## src/rtl/id_ex_stage.sv

```systemverilog
// ID/EX pipeline register with M/W operand forwarding, load-use stall detection
// and bubble insertion on load-use or taken-branch flush.
module id_ex_stage #(
  parameter int XLEN   = 32,
  parameter int ALUC_W = 4
) (
  input  logic              clk,
  input  logic              rst_n,
  input  logic              valid_d,
  input  logic [4:0]        rs1_d,
  input  logic [4:0]        rs2_d,
  input  logic [4:0]        rd_d,
  input  logic [XLEN-1:0]   rd1_d,
  input  logic [XLEN-1:0]   rd2_d,
  input  logic [XLEN-1:0]   imm_d,
  input  logic [XLEN-1:0]   pc_d,
  input  logic              reg_write_d,
  input  logic              mem_read_d,
  input  logic              mem_write_d,
  input  logic              alu_src_d,
  input  logic [ALUC_W-1:0] alu_ctrl_d,
  input  logic              flush_e,
  input  logic [4:0]        rd_m,
  input  logic              reg_write_m,
  input  logic [XLEN-1:0]   alu_result_m,
  input  logic [4:0]        rd_w,
  input  logic              reg_write_w,
  input  logic [XLEN-1:0]   result_w,
  output logic              stall_f,
  output logic              stall_d,
  output logic              valid_e,
  output logic              reg_write_e,
  output logic              mem_read_e,
  output logic              mem_write_e,
  output logic              alu_src_e,
  output logic [ALUC_W-1:0] alu_ctrl_e,
  output logic [4:0]        rs1_e,
  output logic [4:0]        rs2_e,
  output logic [4:0]        rd_e,
  output logic [XLEN-1:0]   imm_e,
  output logic [XLEN-1:0]   pc_e,
  output logic [XLEN-1:0]   src_a_e,
  output logic [XLEN-1:0]   src_b_e,
  output logic [XLEN-1:0]   write_data_e
);

  typedef struct packed {
    logic              valid;
    logic              reg_write;
    logic              mem_read;
    logic              mem_write;
    logic              alu_src;
    logic [ALUC_W-1:0] alu_ctrl;
    logic [4:0]        rs1;
    logic [4:0]        rs2;
    logic [4:0]        rd;
    logic [XLEN-1:0]   rd1;
    logic [XLEN-1:0]   rd2;
    logic [XLEN-1:0]   imm;
    logic [XLEN-1:0]   pc;
  } e_regs_t;

  e_regs_t    e_q, e_d;
  logic       lu_s;
  logic [XLEN-1:0] fwd_a_s, fwd_b_s;

  // M has the younger result, so it is checked first; x0 is never bypassed.
  function automatic logic [XLEN-1:0] fwd_sel(
    input logic [4:0]      src,
    input logic [XLEN-1:0] base,
    input logic            we_m, input logic [4:0] dst_m, input logic [XLEN-1:0] val_m,
    input logic            we_w, input logic [4:0] dst_w, input logic [XLEN-1:0] val_w
  );
    logic [XLEN-1:0] r;
    if (we_m && (dst_m != 5'd0) && (dst_m == src)) begin
      r = val_m;
    end else if (we_w && (dst_w != 5'd0) && (dst_w == src)) begin
      r = val_w;
    end else begin
      r = base;
    end
    return r;
  endfunction

  assign lu_s = e_q.valid & e_q.mem_read & (e_q.rd != 5'd0) & valid_d &
                ((e_q.rd == rs1_d) | (e_q.rd == rs2_d));

  // A flush kills the D instruction, so stalling it would be pointless.
  assign stall_f = lu_s & ~flush_e;
  assign stall_d = lu_s & ~flush_e;

  always_comb begin
    e_d = '0;
    if (flush_e || lu_s) begin
      e_d = '0;
    end else begin
      e_d.valid     = valid_d;
      e_d.reg_write = reg_write_d & valid_d;
      e_d.mem_read  = mem_read_d  & valid_d;
      e_d.mem_write = mem_write_d & valid_d;
      e_d.alu_src   = alu_src_d   & valid_d;
      e_d.alu_ctrl  = alu_ctrl_d;
      e_d.rs1       = rs1_d;
      e_d.rs2       = rs2_d;
      e_d.rd        = rd_d;
      e_d.rd1       = rd1_d;
      e_d.rd2       = rd2_d;
      e_d.imm       = imm_d;
      e_d.pc        = pc_d;
    end
  end

  always_ff @(posedge clk or negedge rst_n) begin
    if (!rst_n) begin
      e_q <= '0;
    end else begin
      e_q <= e_d;
    end
  end

  always_comb begin
    fwd_a_s = fwd_sel(e_q.rs1, e_q.rd1, reg_write_m, rd_m, alu_result_m,
                      reg_write_w, rd_w, result_w);
    fwd_b_s = fwd_sel(e_q.rs2, e_q.rd2, reg_write_m, rd_m, alu_result_m,
                      reg_write_w, rd_w, result_w);
  end

  assign valid_e      = e_q.valid;
  assign reg_write_e  = e_q.reg_write;
  assign mem_read_e   = e_q.mem_read;
  assign mem_write_e  = e_q.mem_write;
  assign alu_src_e    = e_q.alu_src;
  assign alu_ctrl_e   = e_q.alu_ctrl;
  assign rs1_e        = e_q.rs1;
  assign rs2_e        = e_q.rs2;
  assign rd_e         = e_q.rd;
  assign imm_e        = e_q.imm;
  assign pc_e         = e_q.pc;
  assign src_a_e      = fwd_a_s;
  assign src_b_e      = e_q.alu_src ? e_q.imm : fwd_b_s;
  assign write_data_e = fwd_b_s;

endmodule
```

## config.mk

```make
export PLATFORM = sky130hd
export DESIGN_NAME = id_ex_stage
export DESIGN_NICKNAME = d
export VERILOG_FILES = /design/src/rtl/id_ex_stage.sv
export SDC_FILE = /design/constraint.sdc
export NUM_CORES = 1
export LEC_CHECK = 0
export BUFFER_PORTS_ARGS = -buffer_cell sky130_fd_sc_hd__buf_2
export CAP_MARGIN = 15
export CORE_AREA = 5 5 161 163
export CTS_CLUSTER_DIAMETER = 100
export DETAILED_ROUTE_END_ITERATION = 8
export DIE_AREA = 0 0 166 168
export PLACE_DENSITY = 0.64
export SKIP_LAST_GASP = 1
export SLEW_MARGIN = 10
export SYNTH_ARGS = -nofsm -noshare
export SYNTH_HDL_FRONTEND = slang
export SYNTH_SLANG_ARGS = --single-unit
```

## constraint.sdc

```tcl
create_clock -name clk -period 4.4 [get_ports clk]
set_input_delay 0 -clock clk [delete_from_list [all_inputs] [get_ports clk]]
set_output_delay 0 -clock clk [all_outputs]
set_load 0.03 [all_outputs]
```

==> results of run 1 <==
final cells by class:
cell class,count,area (sq um)
Fill cell,2189,12000
Sequential cell,152,3800
Clock inverter,15,154
Clock buffer,17,425
Timing Repair Buffer,581,3710
Multi-Input combinational cell,470,3560
Inverter,29,109
Tap cell,324,405
layer usage:
layer | global-route usage (%) | up-vias
met3 | 5.98 | 32
met1 | 24.0 | 3478
met2 | 37.8 | 310
met5 | 0 | -
li1 | - | 3448
met4 | 4.56 | 4
cell usage after synthesis, drive strengths merged:
master | n | area, sq um
a21oi | 35 | 175
a221oi | 3 | 26.3
a31oi | 29 | 593
and2 | 150 | 938
and3 | 4 | 25.0
buf | 107 | 807
clkbuf | 29 | 109
dfrtp | 152 | 3800
inv | 29 | 109
mux2 | 29 | 327
mux2i | 32 | 320
nand2 | 6 | 22.5
nand2b | 1 | 6.26
nand3 | 4 | 20.0
nand4 | 3 | 18.8
nor2 | 43 | 161
nor3 | 30 | 150
nor4 | 1 | 12.5
o211ai | 2 | 25.0
o21ai | 30 | 184
o22ai | 1 | 6.26
o31ai | 3 | 22.5
or2 | 2 | 12.5
or3 | 29 | 181
or4 | 3 | 30.0
xnor2 | 26 | 228
xor2 | 4 | 35.0
worst max-delay path by stage:
stage / to / slack, ns / depth (start not counted)
after CTS: src_b_e[28] / 1.12 / 7
after detailed placement: src_b_e[28] / 1.57 / 7
after global routing: write_data_e[13] / 0.99 / 6
final: write_data_e[13] / 1.11 / 6
after floorplan: src_b_e[31] / 2.16 / 6
after global placement: write_data_e[13] / 1.58 / 6
where the power goes:
group          internal (mW)  switching [mW]
clock                  0.804           0.651
combinational          0.374           0.537
sequential              1.47          0.0402
what timing repair did:
item	CTS	global route
hold endpoints to repair	212	0
resized for setup	0	0
hold buffers	155	0
buffers inserted	0	0
state kept, by name, summed over array words and instances (netlist names):
name	cells
e_q	64
rd_e	5
valid_e	1
imm_e	32
rs1_e	5
reg_write_e	1
rs2_e	5
pc_e	32
alu_src_e	1
mem_write_e	1
mem_read_e	1
alu_ctrl_e	4
worst reg2reg max path, delay by kind of cell, from the launching register on:
family                 cells  cell delay [ns]
AO/OA/AOI/OAI              2             0.82
AND/OR/NAND/NOR            2             0.57
flip-flops                 1             0.43
buffers and inverters      1             0.83
through the flow:
stage	area, sq um	worst slack [ns]	hold WS (ns)
detailed placement	10000	1.57	0.0325
CTS	12200	1.12	0.0182
global route	12200	0.986	0.0437
floorplan	8350	2.16	-0.296
finish	12200	1.11	0.0482
global placement	10000	1.58	0.0357
cells by family after synthesis:
kind of cell | synth area share (%)
flops | 45.6
compound gates | 12.4
buf+inv | 12.3
xor+xnor | 3.15
mux | 7.75
simple gates | 18.9
==> summary.md, run 1 <==
| Metric | Value |
|---|---|
| Die Ht | 168 um |
| Post-layout minimum cycle time | about 3.3 ns |
| Finish-stage setup viols | 0 |
| Critical Path Source Type | flip-flop |
| Synth-to-Final Area Change | 45.8% |
| Reg2Reg Depth | 5 |
| Crit-path max cell delay | around 0.64 ns |
| Number of global-route vias before repair | slightly below 8,000 |
| Layout cell share with drive strength beyond 1 | 42.2% |
| Final cell count without fillers | about 1,600 |
| Hold_sp | flush_e |
| DRT Wirelength | roughly 30 mm |
| Reg2Reg Launch Point | rd_e[0] |
| Antenna violations before repair | 2 |
| Via count | roughly 7,300 |
| Dpl cells | roughly 1,400 |
| Crit path max-delay family | compound AO/OA/AOI/OAI gates |
| Hold Path Sink | rd_e[3] |
| WHS Path Cells | 3 |
| Uppermost layer routed | met5 |
| RR Endpoint | imm_e[14] |
| IO Port Bufs | approximately 420 |
| Max_cap viols | 0 |
| Post-Synthesis Cells | between 700 and 800 |
| Vias/cell | 4.58 |
| Status | completed |
| Synth warn | 0 |
| Diodes inserted | 0 |
| Syn Nets | 1,018 |
| Final hold vios | 0 |
| Fin nets | roughly 1,500 |
| Crit path max-delay cell type | a221oi_1 |
| Initial Utilization | 34.5% |
| Fin crit share | between 70 and 80% |
| Seq/Total Area, Yosys | ~46% |
| CP Max Fanout | 30 |
| Die area | between 0.02 and 0.03 sq mm |
| Cell area after synthesis | 0.00835 sq mm |
| First-pass GRT wire length | ~46 mm |
| Routed WL per cell | between 15 and 20 um |
| Critical path, cell by cell | xnor2_1 -> o211ai_4 -> or2_2 -> a221oi_1 -> nor2_1 -> buf_2 |
| Bufs on Longest Clock Path | 2 |
| R2r setup slk | around 1.7 ns |
| Critical path buffers and inverters | 1 |
| #FFs+latches synth | roughly 150 |
| CTS Buf Count | 17 |
| PD cells | 318 mW/mm^2 |
| Final HPWL DP | 20.8 mm |
| Met3 Wirelength | 2.05 mm |
| Final Util | about half |
| Slew at the pin with the worst max-slew slack | 1.03 ns |
| Worst Clk Skew | 0.0152 ns |
| Unrepaired setup endpoints after global routing | no |
| Number of max-slew violations in the final report | 0 |
| Arrival time worst endpoint | ~3.3 ns |
| Setup CP Type | reg -> out |
| GRT Residual Overflow | 0 |
| Slew HR | between 30 and 40% |
| Fmax | about 300 MHz |
| Setup TNS | 0 ns |
| Die width | 166 um |
| Most frequent cells in the layout | 415 x buf_2, 155 x dlygate4sd3_1, 151 x dfrtp_1 |
| CORE AREA | about 0.024 sq mm |
| Leakage | 5.94 nW |
| Req. time, crit path | approximately 4.4 ns |
| Post-synth cell types | 37 |
| CP startpoint | rs2_e[4] |
| Row count | 57 |
| Post-route ant nets | 0 |
| Total power | 3.87 mW |
| IO Pins | approximately 420 |
| Overall Global Routing Usage | approximately a fifth |
| Routed met1 length | between 10 and 15 mm |
| Crit end category | output pin |
| Clock sinks | between 150 and 200 |
| H-tree Lvls | 4 |
| DRT iter0 DRCs | 425 |
| Average cell area after synthesis | 10.6 sq um |
| Residual DRC count | 0 |
| Worst hold path type | in -> reg |
| Root buffer cell | clkbuf_16 |
| VDD IR max | approximately 0.00022 V |
| Met2 WL post-DR | ~15 mm |
| Clk pin slew, worst setup/hold paths | around 0.070 ns |
| CTS tree | built |
| First-pass iteration count of the detailed router | 4 |
| Clock latency on the worst-skew pair | about 0.42 ns |
| Largest net degree at the start of global routing | between 100 and 150 |
| Commonest non-fill, non-tap cell in the layout | buf_2 |
| RD Place Congestion | 0.900 |
(Power assumes the default switching activity.)
==> inputs of run 2 (changes only) <==
- CORE_AREA: 5 5 161 163 -> not set
- CORE_ASPECT_RATIO: not set -> 0.5
- CORE_MARGIN: not set -> 5
- CORE_UTILIZATION: not set -> 47
- DIE_AREA: 0 0 166 168 -> not set
- PLACE_DENSITY: 0.64 -> 0.83
- clock period: 4.4 -> 3.1 ns (I/O delays scaled with it)
==> run 2 against run 1 <==
Against the previous run:
- first-iteration DRC count down 5.2%
- cell area barely moved
- global-route usage up 7.6 points
- critical path depth is 1 higher
- sequential cell count is the same
- cell count down 5.0%
- largest cell class unchanged
- non-clock buffer count increased by 7
- largest power group unchanged
- clock-buffer cell count is 4 higher
- register-to-register slack got worse by 1.0 ns
- worst setup slack got worse by 0.74 ns
==> summary.md, run 2 (same netlist as run 1, synthesis figures left out) <==
| Metric | Value |
|---|---|
| Status | completed (unchanged) |
| Critical Path Source Type | flip-flop (unchanged) |
| Worst hold path type | in -> async (was in -> reg) |
| CP Max Fanout | 60 (was 30) |
| Overall Global Routing Usage | 28.2% (was 20.6%) |
| Area of the multi-input gates | 0.00356 sq mm (unchanged) |
| IO Port Bufs | 416 (unchanged) |
| Leakage | 5.99 nW (was 5.94 nW) |
| First-pass iteration count of the detailed router | 5 (was 4) |
| Initial Utilization | 48.0% (was 34.5%) |
| Sw frac | 30.4% (was 31.7%) |
| Reg2Reg Launch Point | rd_e[0] (unchanged) |
| Die area | 0.0207 sq mm (was 0.0279 sq mm) |
| Vias/cell | 5.11 (was 4.58) |
| # fillers | 1,258 (was 2,189) |
| RR Endpoint | reg_write_e (was imm_e[14]) |
| Number of max-slew violations in the final report | 0 (unchanged) |
| Post-layout minimum cycle time | around 2.7 ns |
| Req. time, crit path | 3.10 ns (was 4.40 ns) |
| H-tree Lvls | 4 (unchanged) |
| Gr busiest metal | met2 (unchanged) |
| Slew at the pin with the worst max-slew slack | 0.974 ns (was 1.03 ns) |
| Reg2Reg Depth | 7 (was 5) |
| Row count | 34 (was 57) |
| Fin nets | 1,489 (was 1,482) |
| Final HPWL DP | 20.1 mm (was 20.8 mm) |
| Total power | 5.56 mW (was 3.87 mW) |
| DRT iter0 DRCs | 403 (was 425) |
| R2r setup slk | 0.67 ns (was 1.68 ns) |
| Antenna violations before repair | 3 (was 2) |
| Worst Clk Skew | 0.00801 ns (was 0.0152 ns) |
| IO Pins | 417 (unchanged) |
| CTS Buf Count | 17 (unchanged) |
| Critical path buffers and inverters | 2 (was 1) |
| Final hold vios | 0 (unchanged) |
| Post-route ant nets | 0 (unchanged) |
| Switching pwr | 1.69 mW (was 1.23 mW) |
| Critical path depth | 7 (was 6) |
| PD cells | 457 mW/mm^2 (was 318 mW/mm^2) |
| Setup ws final | 0.367 ns (was 1.11 ns) |
| Commonest non-fill, non-tap cell in the layout | buf_2 (unchanged) |
| Met3 Track Usage GR | 7.44% (was 5.98%) |
| Fmax | between 300 and 400 MHz |
| DRT Wirelength | 29.8 mm (was 29.5 mm) |
| Unrepaired setup endpoints after global routing | no (unchanged) |
| Met1 Resource Use GR | 33.1% (was 24.0%) |
| Register area | 0.00380 sq mm (unchanged) |
| GRT Residual Overflow | 0 (unchanged) |
| Bufs on Longest Clock Path | 2 (unchanged) |
| Max_cap viols | 0 (unchanged) |
| Die width | 198 um (was 166 um) |
| Routed WL per cell | 19.8 um (was 18.6 um) |
| Post-CTS sizing | 0 (unchanged) |
| Crit path max-delay cell type | a221oi_1 (unchanged) |
| Setup CP Type | reg -> out (unchanged) |
| Crit-path max cell delay | 0.59 ns (was 0.64 ns) |
| Most frequent cells in the layout | 415 x buf_2, 158 x dlygate4sd3_1, 151 x dfrtp_1 (was 415 x buf_2, 155 x dlygate4sd3_1, 151 x dfrtp_1) |
| Comb power frac | 23.6% (was 23.5%) |
| Max reg flops | 64 (unchanged) |
| Crit end category | output pin (unchanged) |
| Worst slack, placed | 0.755 ns (was 1.57 ns) |
| Residual DRC count | 0 (unchanged) |
| VDD IR max | 0.000367 V (was 0.000224 V) |
| Critical path, cell by cell | xnor2_1 -> nand4_1 -> buf_12 -> or2_2 -> a221oi_1 -> o31ai_1 -> buf_2 (was xnor2_1 -> o211ai_4 -> or2_2 -> a221oi_1 -> nor2_1 -> buf_2) |
| First-pass GRT wire length | 45.6 mm (was 45.5 mm) |
| Crit path max-delay family | compound AO/OA/AOI/OAI gates (unchanged) |
| Root buffer cell | clkbuf_16 (unchanged) |
| Flop pwr share | 38.5% (was 38.9%) |
| Largest net degree at the start of global routing | 80 (was 113) |
| Clock latency on the worst-skew pair | 0.42 ns (about the same) |
| CORE AREA | 0.0174 sq mm (was 0.0242 sq mm) |
| Die Ht | 104 um (was 168 um) |
| Clk pin slew, worst setup/hold paths | 0.07 ns (about the same) |
| Arrival time worst endpoint | 2.73 ns (was 3.29 ns) |
| Slew HR | 35.1% (was 31.1%) |
| Setup TNS | 0 ns (unchanged) |
| CP startpoint | rs2_e[1] (was rs2_e[4]) |
| Final cell count without fillers | 1,508 (was 1,588) |
| Layout cell share with drive strength beyond 1 | 42.2% (about the same) |
| Clock sinks | 152 (unchanged) |
| CTS tree | built (unchanged) |
| Largest Register | e_q (unchanged) |
| Clk network pwr share | 37.9% (was 37.6%) |
| Number of global-route vias before repair | 8,329 (was 7,839) |
| WHS | 0.173 ns (was 0.0482 ns) |
| CP endpoint | src_b_e[19] (was write_data_e[13]) |
| Synth-to-Final Area Change | 45.8% (about the same) |
| Via count | 7,712 (was 7,272) |
| Pint | 3.87 mW (was 2.64 mW) |
| RD Place Congestion | 0.925 (was 0.900) |
| Dpl cells | 1,315 (was 1,401) |
| Fin crit share | 88.2% |
| Met2 Use GR | 49.5% (was 37.8%) |
| Finish-stage setup viols | 0 (unchanged) |
==> run 2: timing repair <==
action | CTS | global route
endpoints found under the hold margin | 227 | 0
endpoints found under the setup margin | 0 | 0
buffers inserted | 0 | 0
hold buffers | 158 | 0
==> run 2: power groups by stage <==
stage,Sequential [mW],Clock [mW],Combinational (mW)
2_1_floorplan,2.16,0,0.767
3_3_place_gp,2.17,0,1.12
3_5_place_dp,2.17,0,1.13
4_1_cts,2.14,2.16,1.29
5_1_grt,2.15,2.24,1.39
6_report,2.14,2.11,1.31
==> run 2: routing by layer <==
layer,vias up,wire (um)
li1,3463,-
met1,3788,11400
met3,94,2340
met5,-,7
met2,365,15100
met4,2,1060
==> run 2: metrics by stage <==
step,utilization (%),cell area [sq um]
6_report,70.0,12200
3_3_place_gp,57.4,9990
2_1_floorplan,-,8350
5_1_grt,69.9,12200
4_1_cts,69.9,12200
3_5_place_dp,57.4,9990
==> run 2: how the worst min path moves through the flow <==
stage | slack [ns] | to
final | 0.17 | e_q[101]
after detailed placement | 0.09 | imm_e[5]
after floorplan | -0.30 | alu_ctrl_e[0]
after CTS | 0.21 | imm_e[5]
after global placement | 0.08 | imm_e[5]
after global routing | 0.26 | imm_e[5]
==> run 2: cell type report <==
type                            count  area share (%)
Inverter                           29           0.894
Multi-Input combinational cell    470            29.3
Clock inverter                     11            1.13
Tap cell                          234            2.40
Antenna cell                        3          0.0617
Clock buffer                       21            3.78
Timing Repair Buffer              588            31.2
Sequential cell                   152            31.3
==> run 2: worst reg2reg max path, delay by kind of cell, from the launching register on <==
family | cells | cell delay (ns)
buffers and inverters | 2 | 0.85
DFF | 1 | 0.43
AOI/OAI and AO/OA | 2 | 0.47
and+or+nand+nor | 2 | 0.37
xor gates and xnor gates | 1 | 0.20
==> inputs of run 3 (changes only) <==
- ABC_AREA: not set -> 1
- PLACE_DENSITY: 0.83 -> 0.82
==> run 3 against run 2 <==
Against the previous run:
- global-route usage up 2.1 points
- critical path depth up 3
- clock-buffer cell count down 3
- combinational power up 3%
- core utilization up 0.14 points
- clock power down 3%
- hold slack worse by 0.066 ns
- largest cell class is now buffers
==> summary.md, run 3 <==
| Metric | Value |
|---|---|
| Status | completed (unchanged) |
| Req. time, crit path | 3.10 ns (about the same) |
| Synth Area in Compound Gates | 0.278% (was 12.4%) |
| Largest net degree at the start of global routing | 117 (was 80) |
| Area of the multi-input gates | 0.00313 sq mm (was 0.00356 sq mm) |
| Async set-reset flop share out of synthesis | 100% (unchanged) |
| Residual DRC count | 0 (unchanged) |
| Initial Utilization | 48.6% (was 48.0%) |
| Cell area after synthesis | 0.00855 sq mm (was 0.00835 sq mm) |
| CORE AREA | 0.0176 sq mm (was 0.0174 sq mm) |
| Final HPWL DP | 21.7 mm (was 20.1 mm) |
| Cell taking the most area after synthesis | dfrtp_1 (unchanged) |
| Arrival time worst endpoint | 2.70 ns (was 2.73 ns) |
| Seq/Total Area, Yosys | 44.5% (was 45.6%) |
| Post-Synthesis Cells | 1,130 (was 787) |
| Fmax | 370 MHz (was 366 MHz) |
| RD Place Congestion | 0.968 (was 0.925) |
| Setup CP Type | reg -> out (unchanged) |
| #FFs+latches synth | 152 (unchanged) |
| Fin crit share | 87.1% (was 88.2%) |
| Post-layout minimum cycle time | 2.70 ns (was 2.73 ns) |
| Clock sinks | 152 (unchanged) |
| Worst hold path type | in -> async (unchanged) |
| Clk pin slew, worst setup/hold paths | 0.07 ns (about the same) |
| Post-route ant nets | 0 (unchanged) |
| Crit end category | output pin (unchanged) |
| DRT iter0 DRCs | 658 (was 403) |
| PD cells | 447 mW/mm^2 (was 457 mW/mm^2) |
| Synth-to-Final Area Change | 44.4% (was 45.8%) |
| Setup TNS | 0 ns (unchanged) |
| Die area | 0.0212 sq mm (was 0.0207 sq mm) |
| H-tree Lvls | 4 (unchanged) |
| Commonest non-fill, non-tap cell in the layout | buf_2 (unchanged) |
| CP startpoint | rs1_e[0] (was rs2_e[1]) |
| Xor and xnor fraction of the mapped netlist area | 2.46% (was 3.15%) |
| R2r setup slk | 0.78 ns (was 0.67 ns) |
| IO Port Bufs | 416 (unchanged) |
| Finish-stage setup viols | 0 (unchanged) |
| First-pass GRT wire length | 51.4 mm (was 45.6 mm) |
| Post-synthesis mux area share | 0% (was 7.75%) |
| Max_cap viols | 0 (unchanged) |
| Reg2Reg Launch Point | rd_e[0] (unchanged) |
| Via count | 9,361 (was 7,712) |
| Uppermost layer routed | met5 (unchanged) |
| Register area | 0.00380 sq mm (about the same) |
| Leakage | 7.32 nW (was 5.99 nW) |
| DRT Wirelength | 32.3 mm (was 29.8 mm) |
| Clock latency on the worst-skew pair | 0.41 ns (was 0.42 ns) |
| Met3 Wirelength | 2.72 mm (was 2.34 mm) |
| Synth top area cells | dfrtp_1 44%, nand2_1 9.4%, inv_1 8.3%, buf_4 8.0%, nand3_1 7.8% (was dfrtp_1 46%, and2_1 11%, buf_4 7.7%, a31oi_4 6.9%, mux2_2 3.9%) |
| # fillers | 1,345 (was 1,258) |
| Largest family of logic cells by synthesized area | simple AND/OR/NAND/NOR gates (unchanged) |
| Largest Register | e_q (unchanged) |
| Slew HR | 42.9% (was 35.1%) |
| GRT Residual Overflow | 0 (unchanged) |
| Row count | 34 (unchanged) |
| Die width | 201 um (was 198 um) |
| Count leader, synth | nand2_1 (was dfrtp_1) |
| Unrepaired setup endpoints after global routing | no (unchanged) |
| # Post-CTS Setup Buffers | 0 (unchanged) |
| EDFF count, synth | 0 (unchanged) |
| Fin nets | 1,832 (was 1,489) |
| CTS tree | built (unchanged) |
| RR Endpoint | pc_e[15] (was reg_write_e) |
| Worst slack, placed | 0.892 ns (was 0.755 ns) |
| Adder-Cell Fraction of Synth Area | 0% (unchanged) |
| Layout cell share with drive strength beyond 1 | 29.6% (was 42.2%) |
| First-pass iteration count of the detailed router | 5 (unchanged) |
| Routed WL per cell | 17.5 um (was 19.8 um) |
| Max reg flops | 64 (unchanged) |
| Routed met1 length | 11.7 mm (was 11.4 mm) |
| Hold buffer count at cts | 156 (was 158) |
| Number of max-slew violations in the final report | 0 (unchanged) |
| Reg2Reg Depth | 8 (was 7) |
| Average cell area after synthesis | 7.57 sq um (was 10.6 sq um) |
| Most frequent cells in the layout | 415 x buf_2, 215 x nand2_1, 189 x inv_1 (was 415 x buf_2, 158 x dlygate4sd3_1, 151 x dfrtp_1) |
| Post-Synth Simple-Gate Area | 33.5% (was 18.9%) |
| Overall Global Routing Usage | 30.3% (was 28.2%) |
| Vias/cell | 5.06 (was 5.11) |
| Setup ws final | 0.400 ns (was 0.367 ns) |
| IO Pins | 417 (unchanged) |
| Antenna violations before repair | 7 (was 3) |
| VDD IR max | 0.000370 V (was 0.000367 V) |
| Slew at the pin with the worst max-slew slack | 0.855 ns (was 0.974 ns) |
| Syn Nets | 1,361 (was 1,018) |
| Bufs on Longest Clock Path | 2 (unchanged) |
| Synth warn | 0 (unchanged) |
| Number of global-route vias before repair | 9,811 (was 8,329) |
| Met2 WL post-DR | 16.4 mm (was 15.1 mm) |
| CTS Buf Count | 17 (unchanged) |
| Root buffer cell | clkbuf_16 (unchanged) |
| Post-CTS sizing | 0 (unchanged) |
| Post-synth cell types | 23 (was 37) |
| Worst Clk Skew | 0.00975 ns (was 0.00801 ns) |
| CP Max Fanout | 33 (was 60) |
| Die Ht | 105 um (was 104 um) |
| Prevailing post-synth register cell | dfrtp_1 (unchanged) |
| Most frequent cells after synthesis | 215 x nand2_1, 189 x inv_1, 165 x nor2_1, 152 x dfrtp_1, 134 x nand3_1 (was 152 x dfrtp_1, 150 x and2_1, 86 x buf_4, 43 x nor2_1, 35 x a21oi_1) |
| Yosys top cell area share | 44.5% (was 45.6%) |
| Final hold vios | 0 (unchanged) |
| Critical Path Source Type | flip-flop (unchanged) |
run 3: cell types whose count changed after synthesis, moves of 28 or more:
cell | before | now
nand2_1 | 6 | 215
inv_1 | 29 | 189
nand3_1 | 4 | 134
nor2_1 | 43 | 165
and2_1 | 150 | 32
nand3b_1 | 0 | 65
a21oi_1 | 35 | 3
mux2i_1 | 32 | 0
mux2_2 | 29 | 0
or3_1 | 29 | 0
nor3_1 | 30 | 2
run 3: routing by layer:
layer	up-vias	global-route usage (%)
met5	-	0
met4	10	15.1
met3	152	8.10
met2	564	53.6
met1	4382	34.4
li1	4253	-
run 3: power by group:
| group | internal [mW] | switching [mW] | total [mW] | leakage (nW) |
|---|---|---|---|---|
| Combinational | 0.499 | 0.851 | 1.35 | 5.08 |
| Clock | 1.15 | 0.887 | 2.04 | 0.277 |
| Sequential | 2.08 | 0.0466 | 2.13 | 1.96 |
run 3: critical path, stage by stage, from the launching register on:
cell and delay [ns]:
dfrtp_1 0.42, xnor2_1 0.16, nand2_1 0.07, nor3_1 0.16
nand2_1 0.09, buf_4 0.27, inv_1 0.43, buf_4 0.29
nand2_1 0.09, nand2_1 0.09, buf_2 0.20
run 3: logic make-up (layout without fill, tap and decap cells):
logic type	Yosys count	in the layout
simple gates	621	621
buf+inv	329	813
xor+xnor	24	24
compound gates	4	4
flops	152	152
other cells	0	2
run 3: stage by stage:
stage | util, % | std cells | total power, mW | area (sq um) | hold WS [ns]
final | 70.1 | 1850 | 5.52 | 12300 | 0.107
after global routing | 70.1 | 1850 | 5.74 | 12300 | 0.142
after CTS | 69.9 | 1847 | 5.50 | 12300 | 0.287
after detailed placement | 57.8 | 1659 | 3.32 | 10200 | 0.213
after global placement | 57.8 | 1659 | 3.30 | 10200 | 0.209
after floorplan | - | 1130 | 2.92 | 8550 | -0.296
run 3: final cells by class:
cell class / instances / share of cell area, %
clock buffer: 18 / 3.56
timing repair buffer: 592 / 31.0
tap: 234 / 2.37
multi-input combinational: 649 / 25.3
inverter: 189 / 5.75
clock inverter: 14 / 1.09
sequential: 152 / 30.8
antenna: 2 / 0.0405
run 3: worst max path at each step:
stage | to
floorplan | stall_f
global placement | src_a_e[26]
detailed placement | alu_ctrl_e[3]
CTS | src_a_e[15]
global route | src_a_e[21]
finish | src_a_e[26]
